**config.mk**
```make
export PLATFORM = sky130hd
export DESIGN_NAME = mips_cpu_muldiv
export DESIGN_NICKNAME = d
export VERILOG_FILES = /design/src/rtl/mips_cpu_pkg.sv /design/src/rtl/mips_cpu_muldiv_sign.sv /design/src/rtl/mips_cpu_muldiv.sv
export SDC_FILE = /design/constraint.sdc
export NUM_CORES = 1
export LEC_CHECK = 0
export CAP_MARGIN = 10
export CELL_PAD_IN_SITES_DETAIL_PLACEMENT = 1
export CELL_PAD_IN_SITES_GLOBAL_PLACEMENT = 2
export CORE_UTILIZATION = 39
export CTS_CLUSTER_DIAMETER = 120
export DETAILED_ROUTE_END_ITERATION = 10
export DONT_BUFFER_PORTS = 1
export GPL_TIMING_DRIVEN = 0
export PLACE_DENSITY = 0.89
export SLEW_MARGIN = 20
export SYNTH_ARGS = -nofsm -noshare
export SYNTH_HDL_FRONTEND = slang
export SYNTH_SLANG_ARGS = --single-unit
```
**constraint.sdc**
```tcl
create_clock -name i_clk -period 6.12 [get_ports i_clk]
set_clock_uncertainty 0.15 [all_clocks]
set_input_delay 0.306 -clock i_clk [delete_from_list [all_inputs] [get_ports i_clk]]
set_output_delay 0.306 -clock i_clk [all_outputs]
set_load 0.05 [all_outputs]
```
**src/rtl/mips_cpu_pkg.sv**
```systemverilog
// Shared definitions for the MIPS32 multicycle core: mul/div op codes and FSM states.
package mips_cpu_pkg;

  localparam int MULDIV_ITERS = 32;

  typedef enum logic [2:0] {
    MULT  = 3'd0,
    MULTU = 3'd1,
    DIV   = 3'd2,
    DIVU  = 3'd3,
    MTHI  = 3'd4,
    MTLO  = 3'd5
  } muldiv_op_t;

  typedef enum logic [1:0] {
    IDLE = 2'd0,
    CALC = 2'd1,
    FIX  = 2'd2
  } muldiv_state_t;

endpackage

```
**src/rtl/mips_cpu_muldiv_sign.sv**
```systemverilog
// Sign handling around the unsigned iterative core: operand magnitudes on
// entry, result sign correction on exit. Purely combinational.
module mips_cpu_muldiv_sign
  import mips_cpu_pkg::*;
#(
  parameter int DATA_WIDTH = 32
) (
  input  logic [2:0]              i_op,
  input  logic [DATA_WIDTH-1:0]   i_a,
  input  logic [DATA_WIDTH-1:0]   i_b,
  output logic [DATA_WIDTH-1:0]   o_mag_a,
  output logic [DATA_WIDTH-1:0]   o_mag_b,
  output logic                    o_neg_res,
  output logic                    o_neg_rem,
  input  logic                    i_is_div,
  input  logic                    i_fix_neg_res,
  input  logic                    i_fix_neg_rem,
  input  logic [2*DATA_WIDTH-1:0] i_raw,
  output logic [DATA_WIDTH-1:0]   o_hi,
  output logic [DATA_WIDTH-1:0]   o_lo
);

  logic                    w_signed;
  logic                    w_sa;
  logic                    w_sb;
  logic [2*DATA_WIDTH-1:0] w_prod;
  logic [DATA_WIDTH-1:0]   w_rem;
  logic [DATA_WIDTH-1:0]   w_quo;

  assign w_signed  = (i_op == MULT) || (i_op == DIV);
  assign w_sa      = w_signed & i_a[DATA_WIDTH-1];
  assign w_sb      = w_signed & i_b[DATA_WIDTH-1];
  assign o_mag_a   = w_sa ? -i_a : i_a;
  assign o_mag_b   = w_sb ? -i_b : i_b;
  assign o_neg_res = w_sa ^ w_sb;
  // Remainder follows the dividend sign (truncating division).
  assign o_neg_rem = (i_op == DIV) & w_sa;

  assign w_prod = i_fix_neg_res ? -i_raw : i_raw;
  assign w_quo  = i_fix_neg_res ? -i_raw[DATA_WIDTH-1:0] : i_raw[DATA_WIDTH-1:0];
  assign w_rem  = i_fix_neg_rem ? -i_raw[2*DATA_WIDTH-1:DATA_WIDTH]
                                :  i_raw[2*DATA_WIDTH-1:DATA_WIDTH];

  assign o_hi = i_is_div ? w_rem : w_prod[2*DATA_WIDTH-1:DATA_WIDTH];
  assign o_lo = i_is_div ? w_quo : w_prod[DATA_WIDTH-1:0];

endmodule

```
**src/rtl/mips_cpu_muldiv.sv**
```systemverilog
// Iterative multiply/divide unit holding the architectural HI/LO registers.
// One shift-add (mult) or restoring-divide step per cycle on unsigned
// magnitudes; signs are reapplied in a single FIX cycle.
module mips_cpu_muldiv
  import mips_cpu_pkg::*;
#(
  parameter int DATA_WIDTH = 32
) (
  input  logic                  i_clk,
  input  logic                  i_reset,
  input  logic                  i_start,
  input  logic [2:0]            i_op,
  input  logic [DATA_WIDTH-1:0] i_op_a,
  input  logic [DATA_WIDTH-1:0] i_op_b,
  output logic [DATA_WIDTH-1:0] o_hi,
  output logic [DATA_WIDTH-1:0] o_lo,
  output logic                  o_busy,
  output logic                  o_done
);

  localparam int              CW   = $clog2(DATA_WIDTH) + 1;
  localparam logic [CW-1:0]   LAST = CW'(DATA_WIDTH);

  muldiv_state_t           r_state;
  logic [CW-1:0]           r_cnt;
  logic [2*DATA_WIDTH-1:0] r_acc;   // mult: {partial, multiplier}; div: {rem, dividend/quotient}
  logic [DATA_WIDTH-1:0]   r_opnd;  // multiplicand or divisor
  logic                    r_is_div;
  logic                    r_neg_res;
  logic                    r_neg_rem;
  logic                    r_div0;
  logic [DATA_WIDTH-1:0]   r_hi;
  logic [DATA_WIDTH-1:0]   r_lo;
  logic                    r_done;

  logic [DATA_WIDTH-1:0]   w_mag_a;
  logic [DATA_WIDTH-1:0]   w_mag_b;
  logic                    w_neg_res;
  logic                    w_neg_rem;
  logic [DATA_WIDTH-1:0]   w_fix_hi;
  logic [DATA_WIDTH-1:0]   w_fix_lo;
  logic                    w_is_div;
  logic                    w_is_md;
  logic [DATA_WIDTH:0]     w_add;
  logic [2*DATA_WIDTH-1:0] w_mul_next;
  logic [DATA_WIDTH:0]     w_shift;
  logic [DATA_WIDTH:0]     w_diff;
  logic [2*DATA_WIDTH-1:0] w_div_next;

  mips_cpu_muldiv_sign #(.DATA_WIDTH(DATA_WIDTH)) u_sign (
    .i_op          (i_op),
    .i_a           (i_op_a),
    .i_b           (i_op_b),
    .o_mag_a       (w_mag_a),
    .o_mag_b       (w_mag_b),
    .o_neg_res     (w_neg_res),
    .o_neg_rem     (w_neg_rem),
    .i_is_div      (r_is_div),
    .i_fix_neg_res (r_neg_res),
    .i_fix_neg_rem (r_neg_rem),
    .i_raw         (r_acc),
    .o_hi          (w_fix_hi),
    .o_lo          (w_fix_lo)
  );

  assign w_is_div = (i_op == DIV) || (i_op == DIVU);
  assign w_is_md  = (i_op == MULT) || (i_op == MULTU) || w_is_div;

  // Shift-add step: conditionally add multiplicand to the upper half, then
  // shift the whole 64-bit accumulator right, carry included.
  assign w_add      = {1'b0, r_acc[2*DATA_WIDTH-1:DATA_WIDTH]}
                    + (r_acc[0] ? {1'b0, r_opnd} : {(DATA_WIDTH+1){1'b0}});
  assign w_mul_next = {w_add, r_acc[DATA_WIDTH-1:1]};

  // Restoring step: shift in the next dividend bit, subtract if it fits.
  // The partial remainder is always below the divisor, so bit DATA_WIDTH of
  // the difference is a clean borrow flag.
  assign w_shift    = {r_acc[2*DATA_WIDTH-1:DATA_WIDTH], r_acc[DATA_WIDTH-1]};
  assign w_diff     = w_shift - {1'b0, r_opnd};
  assign w_div_next = w_diff[DATA_WIDTH]
                    ? {w_shift[DATA_WIDTH-1:0], r_acc[DATA_WIDTH-2:0], 1'b0}
                    : {w_diff[DATA_WIDTH-1:0],  r_acc[DATA_WIDTH-2:0], 1'b1};

  // Control FSM plus HI/LO architectural state.
  always_ff @(posedge i_clk or posedge i_reset) begin
    if (i_reset) begin
      r_state   <= IDLE;
      r_cnt     <= '0;
      r_acc     <= '0;
      r_opnd    <= '0;
      r_is_div  <= 1'b0;
      r_neg_res <= 1'b0;
      r_neg_rem <= 1'b0;
      r_div0    <= 1'b0;
      r_hi      <= '0;
      r_lo      <= '0;
      r_done    <= 1'b0;
    end else begin
      r_done <= 1'b0;
      case (r_state)
        IDLE: begin
          if (i_start && w_is_md) begin
            r_is_div  <= w_is_div;
            r_neg_res <= w_neg_res;
            r_neg_rem <= w_neg_rem;
            r_div0    <= w_is_div && (w_mag_b == '0);
            r_opnd    <= w_is_div ? w_mag_b : w_mag_a;
            r_acc     <= {{DATA_WIDTH{1'b0}}, (w_is_div ? w_mag_a : w_mag_b)};
            r_cnt     <= '0;
            r_state   <= CALC;
          end else if (i_start && (i_op == MTHI)) begin
            r_hi <= i_op_a;
          end else if (i_start && (i_op == MTLO)) begin
            r_lo <= i_op_a;
          end
        end
        CALC: begin
          if (r_cnt == LAST) begin
            r_state <= FIX;
          end else begin
            r_acc <= r_is_div ? w_div_next : w_mul_next;
            r_cnt <= r_cnt + 1'b1;
          end
        end
        FIX: begin
          // Divide by zero leaves HI/LO untouched but still signals completion.
          if (!r_div0) begin
            r_hi <= w_fix_hi;
            r_lo <= w_fix_lo;
          end
          r_done  <= 1'b1;
          r_state <= IDLE;
        end
        default: r_state <= IDLE;
      endcase
    end
  end

  assign o_hi   = r_hi;
  assign o_lo   = r_lo;
  assign o_busy = (r_state != IDLE);
  assign o_done = r_done;

endmodule

```
# Yosys cells after proc, flatten, opt, wreduce, memory -nomap -nowiden
# Index checks and enable logic that the tools add are counted.
dict set report op_classes {
  n_reduce_logical 19
  n_shift 0
  magnitude_cmp 0
  div_mod_pow 0
  n_addsub 8
  n_eq_ne 16
  n_mux 31
  n_bitwise 4
  mul 0
}
# op n
set ops {}
lappend ops {{two-way mux 32 bit} 16}
lappend ops {{two-way mux 64 bit} 5}
lappend ops {{negator 32 bit} 4}
lappend ops {{one-hot mux 32 bit (2 select lines)} 2}
lappend ops {{one-hot mux 64 bit (2 select lines)} 1}
lappend ops {{negator 64 bit} 1}
lappend ops {{adder 32 x 32 -> 33 bit} 1}
lappend ops {{subtractor 33 x 32 -> 33 bit} 1}
lappend ops {{zero test 32 bit} 1}
lappend ops {{inequality test 2 bit (second input constant)} 8}
lappend ops {{two-way mux 6 bit} 2}
lappend ops {{one-hot mux 6 bit (2 select lines)} 1}
lappend ops {{adder 6 x 1 -> 6 bit (second input constant)} 1}
lappend ops {{equality test 3 x 2 -> 1 bit (second input constant)} 2}
lappend ops {{equality test 3 bit (second input constant)} 2}
lappend ops {{equality test 6 bit (second input constant)} 1}
lappend ops {{nonzero test 2 bit} 3}
lappend ops {{AND reduction 5 bit} 1}
lappend ops {{logical AND 1 bit} 4}
lappend ops {{logical OR 1 bit} 4}
lappend ops {{two-way mux 2 bit} 2}
lappend ops {{one-hot mux 2 bit (2 select lines)} 1}
lappend ops {{AND reduction 2 bit} 2}
lappend ops {{AND reduction 4 bit} 1}
lappend ops {{9 further kinds} 11}
dict set report word_totals {
  out_inout_bits 66
  word_cells 89
  latchBits 0
  mem_count 0
  in_bits 70
  reg_bits 173
  mem_bits_ro 0
  ramBits 0
}

# Depth between registers and ports, before layout
dict set report depth {
  ltp_word 7
  ltp_mapped 15
  ltp_nobuf 14
}

# Cells and area by module
# A second synthesis with hierarchy kept.
dict set report unflattened {
  cells_unflattened 1949
  area_unflattened_um2 15229.6
}
# mod n_inst area_per_inst_um2 cells_each seq_area_each_um2
set by_module_without_submodules {}
lappend by_module_without_submodules {mips_cpu_muldiv 1 12201.7 1493 4329.2}
lappend by_module_without_submodules {mips_cpu_muldiv_sign 1 3027.9 456 0.0}

# Worst setup path after synthesis
# OpenSTA, ideal clock, no wires.
dict set report synth_path {
  path_type {register -> register}
  start {reg r_acc[0]}
  end {reg r_hi[30], in the netlist o_hi[30]}
  period_less_slack_ns 3.653
  required_ns 5.845
  stages_incl_launch_ff 14
  setup_slack_ns 2.467
  arrival_ns 3.378
  path_buffers 2
  setup_time_ns 0.125
  path_cell_list {dfrtp_1 -> inv_1 -> clkbuf_1 -> ha_1 -> or3b_2 -> or4b_1 -> nor3_1 -> a31o_2 -> buf_2 -> o21ai_1 -> a21oi_1 -> xor2_1 -> o21ai_1 -> mux2_2}
}
dict set report synth_between {
  elab_chain_len 5
}
# element line_no
set synth_lines {}
lappend synth_lines {{start: declaration} mips_cpu_muldiv.sv:26} ;# logic [2*DATA_WIDTH-1:0] r_acc;
lappend synth_lines {{start signal: assignment} mips_cpu_muldiv.sv:108} ;# r_acc <= {{DATA_WIDTH{1'b0}}, (w_is_div ? w_mag_a : w_mag_b)};
lappend synth_lines {{start signal: assignment} mips_cpu_muldiv.sv:121} ;# r_acc <= r_is_div ? w_div_next : w_mul_next;
lappend synth_lines {{negator 64 bit} mips_cpu_muldiv_sign.sv:39} ;# assign w_prod = i_fix_neg_res ? -i_raw : i_raw;
lappend synth_lines {{two-way mux 64 bit} mips_cpu_muldiv_sign.sv:39}
lappend synth_lines {{two-way mux 32 bit} mips_cpu_muldiv_sign.sv:44} ;# assign o_hi = i_is_div ? w_rem : w_prod[2*DATA_WIDTH-1:DATA_WIDTH];
lappend synth_lines {{two-way mux 32 bit} mips_cpu_muldiv.sv:127} ;# if (!r_div0) begin
lappend synth_lines {{one-hot mux 32 bit (2 select lines)} mips_cpu_muldiv.sv:100} ;# case (r_state)
lappend synth_lines {{end signal: assignment} mips_cpu_muldiv.sv:112} ;# r_hi <= i_op_a;
lappend synth_lines {{end signal: assignment} mips_cpu_muldiv.sv:128} ;# r_hi <= w_fix_hi;
lappend synth_lines {{end: declaration} mips_cpu_muldiv.sv:32} ;# logic [DATA_WIDTH-1:0] r_hi;
# No other way between the ends. The select of a mux whose other input is x is not followed.
# A chain may end at the register's enable or synchronous reset.

# Worst setup path after layout
dict set report layout_path {
  start {reg r_acc[0]}
  end {reg r_hi[24], in the netlist o_hi[24]}
}
# The elaborated chain is that of the path after synthesis.

==> results.json <==
{
  "synth_compound_area_share_pct": 24.57,
  "relSlewSlack_pct": 31.68,
  "max-clock-path-buffers": 2,
  "final_nets": 2130,
  "arrival_ns": 5.27,
  "synth_top_family_by_area": "compound AO/OA/AOI/OAI gates",
  "viasPerCell": 6.133,
  "path_clk_slew_ns": 0.08,
  "synthMuxAreaShare_pct": 4.060,
  "instances_no_fill": 2505,
  "synth_cell_types": 77,
  "numPortBuffers": 0,
  "setup_violations": 0,
  "final_util_pct": 44.14,
  "yosys_warnings": 0,
  "firstDrtPassIters": 5,
  "routabilityCongestion": 0.9388,
  "vias": 15363,
  "peakVddDrop_mv": 0.3116,
  "dieArea_um2": 38720,
  "diodes": 0,
  "track_usage_pct": 33.24,
  "slew_viol_final": 0,
  "crit_chain": "inv_1, clkbuf_1, ha_1, or3b_2, or4b_1, nor3_1, a31o_2, buf_2, o21ai_0, nand2b_1, xnor2_1, nor2_1, a21oi_1, o21ai_1",
  "wl_mm": 64.23,
  "synthCells": 1939,
  "io_pins": 136,
  "finalCritPeriodShare_pct": 82.83,
  "worstMarginPinSlew_ns": 1.025,
  "required_ns": 6.32,
  "first_global_vias": 15399,
  "cts_tree": "built",
  "antenna_found_initial": 2,
  "dpl.cell_count": 2444,
  "max_stage_delay_ns": 0.61,
  "placed_cell_area_um2": 15460,
  "worst_slack_ns": 1.051,
  "hold_class": "primary input to flop",
  "h-tree-depth": 4,
  "post-place-ws_ns": 1.125,
  "grt.overflow.total": 0,
  "cts_num_sinks": 173,
  "synthArstFlopShare_pct": 100.0,
  "start_util_pct": 40.03,
  "drcViolationCount": 0,
  "path_class": "flop to flop",
  "status": "completed",
  "detail_route.iter0.violations": 1377,
  "numCtsBuffers": 17,
  "synth_nets": 2081,
  "ant_nets": 0,
  "setup-tns-final_ns": 0,
  "cts-root-buf": "clkbuf_16",
  "synthSimpleGateAreaFrac_pct": 21.04,
  "cp-end-kind": "flop",
  "drive_gt1_share_pct": 3.348,
  "wl_per_cell_um": 25.64,
  "design_area_um2": 16320,
  "clk_latency_ns": 0.49,
  "drv_cap": 0,
  "synth-seq-area-share_pct": 29.26,
  "synth_edf_count": 0,
  "grt_pass1_wl_mm": 96.50,
  "fp.coreArea_um2": 36960,
  "final_common_cell": "nor2_1",
  "rsz0062_at_grt": "false",
  "crit_fanout": 10,
  "synthXorXnorAreaFrac_pct": 10.29,
  "die_w_um": 196.8,
  "synth_area_per_cell_um2": 7.630,
  "final_cell_mix": "238 x nor2_1, 216 x nand2_1, 199 x a21oi_1, 187 x o21ai_0, 173 x dfrtp_1",
  "fp-row-count": 70,
  "p_leak_uw": 0.006806,
  "syn_to_final_growth_pct": 10.28,
  "fp.dieH_um": 196.8,
  "post_cts_buffers": 0,
  "grt_max_degree": 99,
  "ys_ff_latch": 173,
  "synth_area_um2": 14790,
  "critPathSlowestCell": "or4b_1",
  "critPathLaunchType": "flop",
  "synth-adder-area-share_pct": 6.191,
  "period_minus_slack_ns": 5.069,
  "synth_ff_type": "dfrtp_1",
  "hold_viol_final": 0,
  "max_freq_mhz": 197.3,
  "hpwlAfterDp_mm": 50.17,
  "power.density_nw_per_um2": 640.3
}
[worst paths after layout]
kind,from,slack [ns],cells after the start,to
min in group asynchronous,i_reset,0.26,2,o_hi[25]
max in group asynchronous,i_reset,4.61,3,r_acc[5]
hold reg to reg,r_opnd[9],0.34,2,r_opnd[9]
setup / recovery,r_acc[0],1.05,14,o_hi[24]
setup reg to reg,r_acc[0],1.05,14,o_hi[24]
hold / removal,i_op_a[15],0.02,2,o_lo[15]
[repair_timing]
| item | in CTS | in global routing |
|---|---|---|
| hold endpoints to repair | 119 | 0 |
| hold buffers | 29 | 0 |
| setup endpoints to repair | 0 | 0 |
| resized for setup | 0 | 0 |
[cells by family (layout without fill, tap and decap cells)]
logic type               Yosys count  count (layout)
flip-flops                       173             173
adder cells (fa/ha/maj)           72              72
AO/OA/AOI/OAI                    609             609
XOR/XNOR                         173             173
AND/OR/NAND/NOR                  675             675
buffers and inverters            178             240
multiplexers                      59              59
[worst max-delay path: cells and delay by family (launching register included)]
family	cells	cell delay (ns)
AO/OA/AOI/OAI	4	0.78
XOR/XNOR	1	0.26
adder cells (fa/ha/maj)	1	0.31
buffers and inverters	3	1.04
flip-flops	1	0.54
AND/OR/NAND/NOR	5	1.85
[per-stage QoR]
| step | total power, uW | hold WS [ns] |
|---|---|---|
| floorplan | 7199 | 0.2998 |
| global placement | 8955 | 0.3166 |
| detailed placement | 9138 | 0.1187 |
| CTS | 10320 | 0.01019 |
| global route | 11120 | 0.02544 |
| finish | 10450 | 0.01821 |
[routing by layer]
metal | global-route usage (%) | up-vias | wire, um
li1 | - | 6969 | -
met1 | 45.35 | 7686 | 28420
met2 | 51.80 | 592 | 28500
met3 | 7.324 | 116 | 5374
met4 | 11.14 | 0 | 1932
met5 | 0 | - | 0
[sequential cells by signal (all words and copies together), names as in the netlist, 2 cells and up]
name,flops
r_cnt,6
o_lo,32
r_acc,64
o_hi,32
r_opnd,32
r_state,2
[Yosys cell counts, types with 20 or more instances]
cell type / count / area share (%)
nand2b_1: 23 / 0.97
nor2_1: 238 / 6.0
a21oi_1: 199 / 6.7
inv_1: 60 / 1.5
o21ai_0: 187 / 6.3
ha_1: 70 / 5.9
a31oi_1: 20 / 0.85
mux2i_1: 51 / 3.5
xor2_1: 84 / 5.0
dfrtp_1: 173 / 29
clkbuf_1: 106 / 2.7
nor3_1: 42 / 1.4
o31ai_1: 37 / 1.9
nand3_1: 26 / 0.88
nand2_1: 216 / 5.5
a21o_1: 35 / 1.8
xnor2_1: 88 / 5.2
[where the power goes]
part,switching (uW),total [uW],internal (uW)
sequential,1490,3170,1680
clock,573,1140,564
combinational,3820,6140,2320
[cell type report]
cell class                 count  area [um^2]
buffer                       117        449.2
clock buffer                  20        466.7
clock inverter                12        98.84
fill                        4652        20640
inverter                      61        236.5
multi-input combinational   1588         9787
sequential                   173         4329
tap                          504        630.6
timing repair buffer          30        317.8
Power figures use the tool's default switching activity.
